**src/rtl/twd_pkg.sv**
```systemverilog
// Shared types and helpers for the trivial-twiddle rotator.
//   rot_e     : rotation applied to a diff lane, one of {1, -j, -1, +j}
//   rot_sel   : maps twiddle index and direction to a rotation
//   sat_neg   : width-aware negation with optional saturation
//   FRAME_LEN : blocks per frame for the default counter width
package twd_pkg;

  typedef enum logic [1:0] {
    ROT_P1 = 2'd0,  // multiply by 1
    ROT_NJ = 2'd1,  // multiply by -j
    ROT_N1 = 2'd2,  // multiply by -1
    ROT_PJ = 2'd3   // multiply by +j
  } rot_e;

  localparam int unsigned DEF_CNT_W = 4;
  localparam int unsigned FRAME_LEN = 2 ** DEF_CNT_W;

  // k counts through the twiddle sequence {1, -j, -1, +j}. The inverse transform uses the
  // conjugate twiddles, which only swaps -j and +j.
  function automatic rot_e rot_sel(input logic [1:0] k, input logic inv);
    rot_e r;
    unique case (k)
      2'd0:    r = ROT_P1;
      2'd1:    r = inv ? ROT_PJ : ROT_NJ;
      2'd2:    r = ROT_N1;
      default: r = inv ? ROT_NJ : ROT_PJ;
    endcase
    return r;
  endfunction

  // Negate a value that is `width` bits wide (sign-extended into 32 bits). The only
  // overflowing case is the most negative value: it either saturates to the most positive
  // value or wraps back onto itself. The caller truncates the result to `width` bits.
  // Valid for width in 2..32.
  function automatic logic signed [31:0] sat_neg(input logic signed [31:0] x,
                                                 input int unsigned      width,
                                                 input logic             sat);
    logic signed [31:0] min_v;
    logic signed [31:0] max_v;
    min_v = -(32'sd1 <<< (width - 1));
    max_v = (32'sd1 <<< (width - 1)) - 32'sd1;
    if (x == min_v) begin
      return sat ? max_v : min_v;
    end
    return -x;
  endfunction

endpackage

```
**src/rtl/twd_rot_lane.sv**
```systemverilog
// One complex lane of the trivial-twiddle rotator (purely combinational).
//   re_i, im_i : input sample components (signed, WIDTH bits)
//   rot_i      : rotation to apply
//   re_o, im_o : rotated sample components (signed, WIDTH bits, never widened)
module twd_rot_lane
  import twd_pkg::*;
#(
  parameter int unsigned WIDTH = 12,
  parameter bit          SAT   = 1'b1
) (
  input  logic signed [WIDTH-1:0] re_i,
  input  logic signed [WIDTH-1:0] im_i,
  input  rot_e                    rot_i,
  output logic signed [WIDTH-1:0] re_o,
  output logic signed [WIDTH-1:0] im_o
);

  logic signed [WIDTH-1:0] neg_re;
  logic signed [WIDTH-1:0] neg_im;

  assign neg_re = WIDTH'(sat_neg(32'(re_i), WIDTH, SAT));
  assign neg_im = WIDTH'(sat_neg(32'(im_i), WIDTH, SAT));

  always_comb begin
    re_o = re_i;
    im_o = im_i;
    unique case (rot_i)
      ROT_P1: begin
        re_o = re_i;
        im_o = im_i;
      end
      ROT_NJ: begin
        re_o = im_i;
        im_o = neg_re;
      end
      ROT_N1: begin
        re_o = neg_re;
        im_o = neg_im;
      end
      ROT_PJ: begin
        re_o = neg_im;
        im_o = re_i;
      end
      default: begin
        re_o = re_i;
        im_o = im_i;
      end
    endcase
  end

endmodule

```
**src/rtl/twd_rot_mul.sv**
```systemverilog
// Trivial-twiddle rotator placed after a radix-2/4 FFT butterfly.
// Sum lanes pass through; diff lanes are rotated by a per-block twiddle picked by a block
// counter. One block per clock, one cycle latency, no backpressure.
//   clk, rstn                : clock and synchronous active-high reset (rstn = 1 resets)
//   i_valid, i_inv           : block valid; inverse direction (taken on a frame's first beat)
//   i_sum_*/i_diff_*         : butterfly sum and difference lanes
//   o_valid                  : output block valid
//   o_sum_*/o_diff_*         : registered sum passthrough and rotated difference
//   o_blk_idx, o_frame_done  : block index of the output beat; pulse on a frame's last block
// ROT_BITS must not exceed CNT_W.
module twd_rot_mul
  import twd_pkg::*;
#(
  parameter int unsigned WIDTH    = 12,
  parameter int unsigned LANES    = 16,
  parameter int unsigned CNT_W    = 4,
  parameter int unsigned ROT_BITS = 1,
  parameter bit          SAT      = 1'b1
) (
  input  logic                    clk,
  input  logic                    rstn,
  input  logic                    i_valid,
  input  logic                    i_inv,
  input  logic signed [WIDTH-1:0] i_sum_re  [0:LANES-1],
  input  logic signed [WIDTH-1:0] i_sum_im  [0:LANES-1],
  input  logic signed [WIDTH-1:0] i_diff_re [0:LANES-1],
  input  logic signed [WIDTH-1:0] i_diff_im [0:LANES-1],
  output logic                    o_valid,
  output logic signed [WIDTH-1:0] o_sum_re  [0:LANES-1],
  output logic signed [WIDTH-1:0] o_sum_im  [0:LANES-1],
  output logic signed [WIDTH-1:0] o_diff_re [0:LANES-1],
  output logic signed [WIDTH-1:0] o_diff_im [0:LANES-1],
  output logic [CNT_W-1:0]        o_blk_idx,
  output logic                    o_frame_done
);

  logic [CNT_W-1:0]        cnt_q;
  logic                    inv_q;
  logic [1:0]              k;
  logic                    inv_eff;
  rot_e                    rot;
  logic signed [WIDTH-1:0] rot_re [0:LANES-1];
  logic signed [WIDTH-1:0] rot_im [0:LANES-1];

  // The frame's first beat uses i_inv directly; later beats use the value latched then.
  assign k       = 2'(cnt_q[ROT_BITS-1:0]);
  assign inv_eff = (cnt_q == '0) ? i_inv : inv_q;
  assign rot     = rot_sel(k, inv_eff);

  for (genvar l = 0; l < LANES; l++) begin : g_lane
    twd_rot_lane #(
      .WIDTH (WIDTH),
      .SAT   (SAT)
    ) u_lane (
      .re_i  (i_diff_re[l]),
      .im_i  (i_diff_im[l]),
      .rot_i (rot),
      .re_o  (rot_re[l]),
      .im_o  (rot_im[l])
    );
  end

  // Block counter and direction latch.
  always_ff @(posedge clk) begin
    if (rstn) begin
      cnt_q <= '0;
      inv_q <= 1'b0;
    end else if (i_valid) begin
      cnt_q <= cnt_q + 1'b1;
      if (cnt_q == '0) begin
        inv_q <= i_inv;
      end
    end
  end

  // Output tags: valid and frame-done are single-beat pulses.
  always_ff @(posedge clk) begin
    if (rstn) begin
      o_valid      <= 1'b0;
      o_frame_done <= 1'b0;
      o_blk_idx    <= '0;
    end else begin
      o_valid      <= i_valid;
      o_frame_done <= i_valid && (&cnt_q);
      if (i_valid) begin
        o_blk_idx <= cnt_q;
      end
    end
  end

  // Output data holds across gaps in i_valid.
  always_ff @(posedge clk) begin
    if (rstn) begin
      for (int l = 0; l < LANES; l++) begin
        o_sum_re[l]  <= '0;
        o_sum_im[l]  <= '0;
        o_diff_re[l] <= '0;
        o_diff_im[l] <= '0;
      end
    end else if (i_valid) begin
      for (int l = 0; l < LANES; l++) begin
        o_sum_re[l]  <= i_sum_re[l];
        o_sum_im[l]  <= i_sum_im[l];
        o_diff_re[l] <= rot_re[l];
        o_diff_im[l] <= rot_im[l];
      end
    end
  end

endmodule

```
**config.mk**
```make
export PLATFORM = sky130hd
export DESIGN_NAME = twd_rot_mul
export DESIGN_NICKNAME = d
export VERILOG_FILES = /design/src/rtl/twd_pkg.sv /design/src/rtl/twd_rot_lane.sv /design/src/rtl/twd_rot_mul.sv
export SDC_FILE = /design/constraint.sdc
export NUM_CORES = 2
export LEC_CHECK = 0
export ABC_AREA = 1
export CORE_AREA = 10 10 592 594
export DETAILED_ROUTE_END_ITERATION = 7
export DIE_AREA = 0 0 602 604
export GPL_TIMING_DRIVEN = 1
export PLACE_DENSITY = 0.41
export SYNTH_ARGS = -nofsm -noshare
export SYNTH_HDL_FRONTEND = slang
export SYNTH_SLANG_ARGS = --single-unit
```
**constraint.sdc**
```tcl
create_clock -name clk -period 7.2 [get_ports clk]
set_input_delay 1.44 -clock clk [delete_from_list [all_inputs] [get_ports clk]]
set_output_delay 1.44 -clock clk [all_outputs]
set_load 0.01 [all_outputs]
```
==> run summary <==
share of cells above drive strength 1: 2.854%
vias in the first global route: 50390
Post-DRT Antenna Nets: 0
Logic pwr share: 24.4%
Net Sw Power: 4960 uW
number of synthesized flops with an enable pin: 0
Final min period: 4.308 ns
Final period util: 59.84%
min-delay worst type: flip-flop to flip-flop
RSZ-0062 raised after global routing: false
post-cts gate resize count: 0
Hold Buf Count CTS: 0
Max Slew Vio Count: 0
core box area: 0.3384 mm2
Yosys top cell by area: dfxtp_1
Routed WL per cell: 28.55 um
area of the multi-input gates: 0.02358 mm2
TritonCTS Buffers: 118
initial core utilization: 12.78%
synth top area cells: dfxtp_1, nor2_1, o21ai_0
GP Congestion: 0.9566
most frequent cells in the layout: nor2_1, clkdlybuf4s50_1, nand2_1, o21ai_0, dfxtp_1
status: finished, final reports clean
Warnings, synthesis: 0
post-synthesis register bit count: 779
final setup TNS: 0 ns
Final HPWL DP: 298.9 mm
Seq pwr share: 33.9%
main flop type after synthesis: dfxtp_1
TritonCTS Sinks: 779
count of different cell masters after synthesis: 32
Int Pwr: 9444 uW
final core occ: 19.83%
Worst path max stage delay: 0.83 ns
top cell family by delay on the critical path: buffers and inverters
Worst-Skew Late Latency: 0.85 ns
CTS clk-pin slew, worst paths: 0.06 ns
Setup violations, final: 0
DIE HEIGHT: 604 um
kind of critical path: flip-flop to flip-flop
drt total wl: 372.6 mm
DRT iter0 DRCs: 4240
Seq/Total Area, Yosys: 36.07%
first drt pass iteration count: 7
most common cell after layout, fill and taps aside: nor2_1
Register Area: 0.01560 mm2
root buf cell: clkbuf_16
H-tree depth: 3
critical path launch point type: flip-flop
Hold Fails Final Rpt: 0
fill count: 38860
Syn Inst Count: 7081
vias per std cell: 4.107
crit path cell chain: inv_8, ha_1, nand3_2, nand3_4, inv_6, buf_4, nand3_1, nand2_1, nor2_1, nor2_1
WP buf/inv: 3
num rows: 214
max_cap viols: 0
initial antenna violation count: 220
drc violations: 0
number of port buffers: 1545
maximum root-to-sink buffer count: 4
asr flop ratio synth: 0%
largest net degree at the start of global routing: 184
most used cell, CP: nor2_1
Crit path arrival time: 5.07 ns
WP data required: 7.96 ns
clock power share: 41.6%
Overflow after GRT: 0
mapped cell area: 0.04324 mm2
DIE AREA: 0.3636 mm2
Synth top area share: 36.07%
first-pass GRT wire length: 488.3 mm
die span in x: 602 um
leak pwr: 0.02749 uW
vias after detailed routing: 53620
Area Overhead vs Synth: 55.21%
Setup Fix Bufs, Post-CTS: 0
sw frac: 34.44%
Total GRT Usage: 19.28%
Worst VDD drop: 182.8 uV
highest clock rate: 232.1 MHz
Worst-Margin Slew: 1.213 ns
Slew Limit Headroom: 19.12%
syn nets: 7887
CTS tree: done
I/O pin count: 1546
Power Dens Cells: 214.6 mW/mm2
crit-path max FO: 110
# nets final: 9191
Mapped Avg Cell Area: 6.106 um2
Slowest-stage cell, CP: dfxtp_4
Setup crit end kind: flip-flop
Worst Skew: 0.09690 ns
## per-stage QoR
stage / cell area, um2 / hold WS [ns] / worst slack (ns) / std cells / power [uW]
floorplan: 43240 / 0.4752 / 4.478 / 7081 / 6236
global placement: 63210 / 0.4555 / 2.667 / 12800 / 8533
detailed placement: 63210 / 0.4630 / 2.630 / 12800 / 8509
CTS: 67010 / 0.4714 / 2.722 / 13010 / 14670
global route: 67070 / 0.4949 / 2.508 / 13040 / 15060
finish: 67110 / 0.4722 / 2.892 / 13050 / 14400
## power groups by stage
stage	combinational [uW]	sequential [uW]	clock, uW
global route	3820	4920	6320
CTS	3560	4880	6230
floorplan	1210	5030	0
global placement	3560	4970	0
finish	3520	4890	6000
detailed placement	3540	4970	0
## area by class of cell
| class | count | area share (%) |
|---|---|---|
| Sequential cell | 779 | 23.24 |
| Clock buffer | 180 | 5.120 |
| Antenna cell | 40 | 0.1492 |
| Multi-Input combinational cell | 5276 | 35.13 |
| Tap cell | 4536 | 8.457 |
| Timing Repair Buffer | 1588 | 23.83 |
| Inverter | 622 | 3.528 |
| Clock inverter | 33 | 0.5426 |
## path summary, 6_finish.rpt
check                    start       endpoint  slack (ns)  depth (start not counted)
hold / removal    o_blk_idx[2]   o_blk_idx[2]        0.47                          2
setup reg to reg      cnt_q[0]  o_diff_im[88]        2.89                         10
setup / recovery      cnt_q[0]  o_diff_im[88]        2.89                         10
hold reg to reg   o_blk_idx[2]   o_blk_idx[2]        0.47                          2
## worst min-delay path: cells and delay by family (launching register included)
kind	cells	cell delay, ns
DFF	1	0.31
and+or+nand+nor	1	0.07
AOI/OAI and AO/OA	1	0.05
## synthesized netlist by cell type, types with 2 or more instances
cell type,count
ha_1,34
buf_4,17
nand3_4,3
buf_2,128
nand2_4,2
buf_6,2
a31oi_1,23
nand3b_1,2
dfxtp_1,779
nand2_2,2
inv_2,4
nor2_2,2
xnor2_1,21
o21ai_0,1004
o211ai_1,22
nor3_1,20
inv_1,618
or2_2,2
buf_1,19
xor2_1,55
o21bai_1,10
nand3_1,658
nor2_1,1707
nand2_1,1211
a21oi_1,395
clkbuf_1,238
o21ai_1,42
nand4_1,57
## state kept, by name, summed over array words and instances (netlist names)
register / cells
o_valid: 1
cnt_q: 4
o_diff_re: 192
o_diff_im: 192
o_sum_im: 192
o_blk_idx: 4
o_frame_done: 1
o_sum_re: 192
inv_q: 1
## cell families (layout without fill, tap and decap cells)
group,after synthesis,in the layout,share of synthesized area (%)
flops,779,779,36.07
simple gates,3670,3670,34.38
compound gates,1496,1496,17.57
xor+xnor,76,76,1.540
other cells,0,40,0
fa+ha+maj,34,34,0.9839
buf+inv,1026,2423,9.460
## per-layer routing
layer | vias up | GRT usage, % | routed length, um
met5 | - | 0 | 225
met4 | 34 | 4.788 | 10560
met3 | 618 | 8.218 | 37800
met2 | 2013 | 30.21 | 163800
met1 | 25410 | 24.34 | 160200
li1 | 25550 | - | -
Power figures use the tool's default switching activity.
